### config.mk
export PLATFORM = sky130hd
export DESIGN_NAME = axis_deadlock_stall_monitor
export DESIGN_NICKNAME = d
export VERILOG_FILES = /design/src/rtl/axis_deadlock_stall_monitor.sv
export SDC_FILE = /design/constraint.sdc
export NUM_CORES = 1
export LEC_CHECK = 0
export BUFFER_PORTS_ARGS = -buffer_cell sky130_fd_sc_hd__buf_2
export CAP_MARGIN = 20
export CORE_ASPECT_RATIO = 0.7
export CORE_MARGIN = 5
export CORE_UTILIZATION = 50
export DETAILED_ROUTE_END_ITERATION = 12
export PLACE_DENSITY = 0.82
export SYNTH_ARGS = -nofsm -noshare
export SYNTH_HDL_FRONTEND = slang
export SYNTH_SLANG_ARGS = --single-unit
### constraint.sdc
create_clock -name kernel_monitor_clock -period 3.6 [get_ports kernel_monitor_clock]
set_clock_uncertainty 0.2 [all_clocks]
set_input_delay 0.18 -clock kernel_monitor_clock [delete_from_list [all_inputs] [get_ports kernel_monitor_clock]]
set_output_delay 0.18 -clock kernel_monitor_clock [all_outputs]
set_load 0.005 [all_outputs]
### src/rtl/axis_deadlock_stall_monitor.sv
// -----------------------------------------------------------------------------
// axis_deadlock_stall_monitor
//
// Watches the AXIS handshake block flags and the idle/block flags of the
// sub-instances of an HLS kernel. It declares a deadlock once the kernel has
// looked stalled for THRESH consecutive clock edges. A stalled kernel is one
// where something is blocked and every instance is either idle or stuck. The
// deadlock flag is sticky. It is released only by a clear pulse or by reset.
//
// State table:
//   state      | meaning
//   -----------+--------------------------------------------------------------
//   ST_MON     | armed, no stall seen on the last edge
//   ST_SUSPECT | stall seen on ctr_q consecutive edges, not yet THRESH
//   ST_LOCKED  | deadlock declared, outputs frozen until clear or reset
//
// Ports:
//   kernel_monitor_clock  in   kernel clock, all state on the rising edge
//   kernel_monitor_reset  in   asynchronous active-low reset
//   enable                in   1 = monitor armed (0 forces stall low)
//   clear                 in   1-cycle pulse: drop sticky state and re-arm
//   axis_mask             in   per-channel include mask
//   axis_block_sigs       in   per-channel TDATA handshake blocked flags
//   inst_idle_sigs        in   per-instance idle flags
//   inst_block_sigs       in   per-instance blocked (non-AXIS reason) flags
//   block                 out  sticky deadlock flag
//   block_pulse           out  one-cycle pulse when block rises
//   first_ch              out  lowest masked blocked channel on SUSPECT entry
//   blocked_snapshot      out  masked block flags captured at declaration
//   deadlock_count        out  saturating count of declared deadlocks
// -----------------------------------------------------------------------------
module axis_deadlock_stall_monitor #(
  parameter int unsigned              N_AXIS   = 14,
  parameter int unsigned              N_INST   = 3,
  parameter int unsigned              IDX_W    = 4,
  parameter logic [N_AXIS*IDX_W-1:0]  CH_OWNER = '0,
  parameter int unsigned              THRESH   = 16,
  parameter int unsigned              CNT_W    = 8
) (
  input  logic                kernel_monitor_clock,
  input  logic                kernel_monitor_reset,
  input  logic                enable,
  input  logic                clear,
  input  logic [N_AXIS-1:0]   axis_mask,
  input  logic [N_AXIS-1:0]   axis_block_sigs,
  input  logic [N_INST-1:0]   inst_idle_sigs,
  input  logic [N_INST-1:0]   inst_block_sigs,
  output logic                block,
  output logic                block_pulse,
  output logic [IDX_W-1:0]    first_ch,
  output logic [N_AXIS-1:0]   blocked_snapshot,
  output logic [CNT_W-1:0]    deadlock_count
);

  // The counter only ever holds 1..THRESH-1. That range always fits in
  // clog2(THRESH) bits, so the counter can never wrap.
  localparam int unsigned      CTR_W    = $clog2(THRESH);
  localparam logic [CTR_W-1:0] CTR_ONE  = CTR_W'(1);
  localparam logic [CTR_W-1:0] CTR_LAST = CTR_W'(THRESH - 1);
  localparam logic [CNT_W-1:0] CNT_MAX  = '1;

  typedef enum logic [1:0] {
    ST_MON     = 2'd0,
    ST_SUSPECT = 2'd1,
    ST_LOCKED  = 2'd2
  } state_t;

  state_t              state_q;
  logic [CTR_W-1:0]    ctr_q;
  logic [CTR_W-1:0]    ctr_d;
  logic                block_q;
  logic                block_pulse_q;
  logic [IDX_W-1:0]    first_ch_q;
  logic [N_AXIS-1:0]   snapshot_q;
  logic [CNT_W-1:0]    count_q;
  logic [CNT_W-1:0]    count_d;

  logic [N_AXIS-1:0]   blk_m;
  logic [N_INST-1:0]   inst_stuck;
  logic [IDX_W-1:0]    low_idx;
  logic                stall;

  // ---------------------------------------------------------------------------
  // Stall detection
  // ---------------------------------------------------------------------------
  always_comb begin
    blk_m = axis_block_sigs & axis_mask;

    // An instance counts as stuck when it reports a block itself. It also
    // counts as stuck when any masked channel it owns is blocked. Owner
    // codes that do not match any instance are simply ignored.
    inst_stuck = inst_block_sigs;
    for (int c = 0; c < int'(N_AXIS); c++) begin
      for (int i = 0; i < int'(N_INST); i++) begin
        if (blk_m[c] && (CH_OWNER[c*IDX_W +: IDX_W] == IDX_W'(i))) begin
          inst_stuck[i] = 1'b1;
        end
      end
    end

    // Scanning downwards leaves the lowest set index as the final value.
    low_idx = '0;
    for (int c = int'(N_AXIS) - 1; c >= 0; c--) begin
      if (blk_m[c]) begin
        low_idx = IDX_W'(c);
      end
    end

    stall = enable
          & ((|blk_m) | (|inst_block_sigs))
          & (&(inst_idle_sigs | inst_stuck));
  end

  // ---------------------------------------------------------------------------
  // Next-value helpers
  // ---------------------------------------------------------------------------
  always_comb begin
    ctr_d   = ctr_q + CTR_ONE;
    count_d = (count_q == CNT_MAX) ? count_q : count_q + CNT_W'(1);
  end

  // ---------------------------------------------------------------------------
  // Debounce FSM with registered outputs
  // ---------------------------------------------------------------------------
  always_ff @(posedge kernel_monitor_clock or negedge kernel_monitor_reset) begin
    if (!kernel_monitor_reset) begin
      state_q       <= ST_MON;
      ctr_q         <= '0;
      block_q       <= 1'b0;
      block_pulse_q <= 1'b0;
      first_ch_q    <= '0;
      snapshot_q    <= '0;
      count_q       <= '0;
    end else begin
      block_pulse_q <= 1'b0;
      if (clear) begin
        // Clear beats any concurrent stall, so counting restarts on the next edge.
        // The event count deliberately survives a clear.
        state_q    <= ST_MON;
        ctr_q      <= '0;
        block_q    <= 1'b0;
        first_ch_q <= '0;
        snapshot_q <= '0;
      end else begin
        unique case (state_q)
          ST_MON: begin
            if (stall) begin
              state_q    <= ST_SUSPECT;
              ctr_q      <= CTR_ONE;
              first_ch_q <= low_idx;
            end
          end
          ST_SUSPECT: begin
            if (!stall) begin
              // first_ch is kept as a hint to the last suspect channel.
              state_q <= ST_MON;
              ctr_q   <= '0;
            end else if (ctr_q == CTR_LAST) begin
              state_q       <= ST_LOCKED;
              block_q       <= 1'b1;
              block_pulse_q <= 1'b1;
              snapshot_q    <= blk_m;
              count_q       <= count_d;
            end else begin
              ctr_q <= ctr_d;
            end
          end
          ST_LOCKED: begin
            // Frozen. Only clear or reset can leave this state.
          end
          default: begin
            state_q <= ST_MON;
            ctr_q   <= '0;
          end
        endcase
      end
    end
  end

  assign block            = block_q;
  assign block_pulse      = block_pulse_q;
  assign first_ch         = first_ch_q;
  assign blocked_snapshot = snapshot_q;
  assign deadlock_count   = count_q;

endmodule

==> metrics.cfg <==
[status]
violations = hold timing
status = finished with violations

[layout]
area_growth_pct = 41.09
drive_above_1_share_pct = 32.43
nets = 298
nFillCells = 255
final_util_pct = 71.72
finalNonFillerCells = 309
n_antenna_cell = 0
multi_input_comb_area_um2 = 858.3
register_area_um2 = 850.8

[critical_path]
rr_worst_depth = 6
path_buf_inv = 3
slowest_delay_ps = 570
cp_slowest_cell = dlygate4sd3_1
path_class = in2reg
end_kind = flop
cp.depth = 8
critPathMostFrequentCell = dlygate4sd3_1
crit_arrival_ps = 3250
cp_cell_sequence = dlygate4sd3_1, buf_2, a22oi_1, nand4_1, o31ai_4, and2_1, a32o_1, dlygate4sd3_1
cpLargestDelayFamily = buffers and inverters
cp.required_ps = 3620
path_max_fanout = 14
critPathLaunchType = primary input

[route]
first_iter_violations = 150
dr.pass1.iters = 4
wire_per_inst_um = 16.29
routed_via_density = 5.819
detail-route-antenna-nets = 0
drc = 0
wl_um = 5034
vias = 1798

[die]
start_util_pct = 50.83
num_io_pins = 66
dieArea_mm2 = 0.004832
die_h_um = 59.68
coreArea_mm2 = 0.003468
die_x_um = 80.97
num_rows = 18

[clock_network]
clkLatencyLatePin_ps = 290
clkSlewWorstSetupHoldPaths_ps = 60
cts-resized-gates = 0
cts_tree = built
clkSinkCount = 34
cts_root_buf = clkbuf_8
clk_path_buf_depth = 2
cts.hold.buffers_added = 28
cts_made_buffers = 5
postCtsSetupRepairBufs = 0
cts_max_level = 2

[logic_synthesis]
seq_area_frac_synth_pct = 48.26
yosysWarnings = 0
syn_area_mm2 = 0.001763
synth.most_common_cell = dfrtp_1
synth_fp_nets = 204
yosysTopAreaCellShare_pct = 48.26
synth_flop_cell = dfrtp_1
async_flop_share_pct = 100.0
ys_ff_latch = 34
synthTopCellsByArea = dfrtp_1 48%, a32o_1 7.9%, nand2_1 4.5%
yosysTopAreaCell = dfrtp_1
synth_edf_count = 0
synthDistinctLibCells = 48
synth_area_per_cell_um2 = 10.75
synth_common_cells = 34 x dfrtp_1, 21 x nand2_1, 14 x a32o_1
netlist_instances = 164

[sta]
hold_ws_ps = -1.967
max_slew_margin_pct = 48.93
finalHoldViolCount = 1
worst_pin_slew_ps = 766.1
post-route-period-util_pct = 89.69
rsz0062_at_grt = false
period_needed_ps = 3229
setup_viol = 0
maxSlewViolCount = 0
fin_tns_setup_ps = 0
clock.fmax_mhz = 309.7

[pwr]
p_leak_nw = 1.264
power.density_mw_per_mm2 = 320.3
vdd.ir_drop.worst_mv = 0.3176

[placed_design]
hpwl_um = 3281
placed_cells = 273
port_buffers = 65
gp_congestion = 0.8559

[global_routing]
grt_pass1_wl_um = 8135
grt_pass1_vias = 1680
grt_max_degree = 35
grt-ovfl-total = 0
antenna_found_initial = 0
grt_use_total_pct = 22.67

[run]
cap_violations = 0

[min_path]
hold_class = in2reg
worstHoldPathCells = 2

## logic make-up (layout without fill, tap and decap cells)
| kind of cell | after synthesis | in the layout | share of synthesized area (%) |
|---|---|---|---|
| adder cells (fa/ha/maj) | 2 | 2 | 1.419 |
| buffers and inverters | 10 | 105 | 3.052 |
| XOR/XNOR | 4 | 4 | 1.988 |
| AND/OR/NAND/NOR | 56 | 56 | 16.54 |
| AO/OA/AOI/OAI | 51 | 51 | 24.41 |
| flip-flops | 34 | 34 | 48.26 |
| multiplexers | 7 | 7 | 4.329 |
## final timing paths
kind | end | start | slack [ps]
max | blocked_snapshot[6] | axis_mask[10] | 370
min | blocked_snapshot[2] | axis_block_sigs[2] | -2
max reg2reg | blocked_snapshot[6] | ctr_q[0] | 740
min reg2reg | blocked_snapshot[2] | blocked_snapshot[2] | 300
max in group asynchronous | blocked_snapshot[5] | kernel_monitor_reset | 2410
min in group asynchronous | blocked_snapshot[12] | kernel_monitor_reset | 300
## cell usage in the layout (no fill, tap or decap), types with 5 or more instances in the layout
cell           count
buf_2             65
dfrtp_1           34
dlygate4sd3_1     28
nand2_1           21
a32o_1            14
nand3_1            7
nor2_1             6
clkbuf_8           6
a21oi_1            5
mux2_2             5
## metal layers
metal	global-route usage (%)	share of wire [%]	wire (um)	vias up
li1	-	-	-	834
met1	30.28	43	2152	850
met2	34.62	46	2322	94
met3	5.120	8.1	410	20
met4	12.05	3.0	149	0
met5	0	0	0	-
## stage by stage
step / instance area (um2) / total power, W / hold WS, ps / setup slack, ps
final: 2487 / 0.0007968 / -1.967 / 371.2
after global routing: 2487 / 0.0008302 / 33.14 / 223.4
after CTS: 2487 / 0.0007986 / 1.209 / 455.8
after detailed placement: 2116 / 0.0004993 / 92.25 / 1241
after global placement: 2116 / 0.0004975 / 90.73 / 1319
after floorplan: 1763 / 0.0004488 / -315.6 / 1582
## cell type report
type,instances,share of cell area [%]
multi-input combinational,120,34.51
inverter,3,0.4527
timing repair buffer,94,24.65
sequential,34,34.21
clock buffer,7,3.471
tap,50,2.515
clock inverter,1,0.2012
## power breakdown
part	internal (W)	leakage, nW	switching [W]	total [W]
Clock	0.000154	0.0482	0.000135	0.000289
Combinational	0.0000506	0.746	0.0000616	0.000112
Sequential	0.000389	0.470	0.00000685	0.000396
## flip-flops by register name (all words and copies together) (netlist names)
signal / flops
block: 1
ctr_q: 4
blocked_snapshot: 14
first_ch: 4
block_pulse: 1
deadlock_count: 8
state_q: 2
## worst reg2reg max path, delay by kind of cell (launching register included)
kind	cells	cell delay, ps
compound gates	2	990
buf+inv	1	570
flops	1	410
simple gates	2	370
fa+ha+maj	1	240
Note: power is estimated with default switching activity, not from simulation.
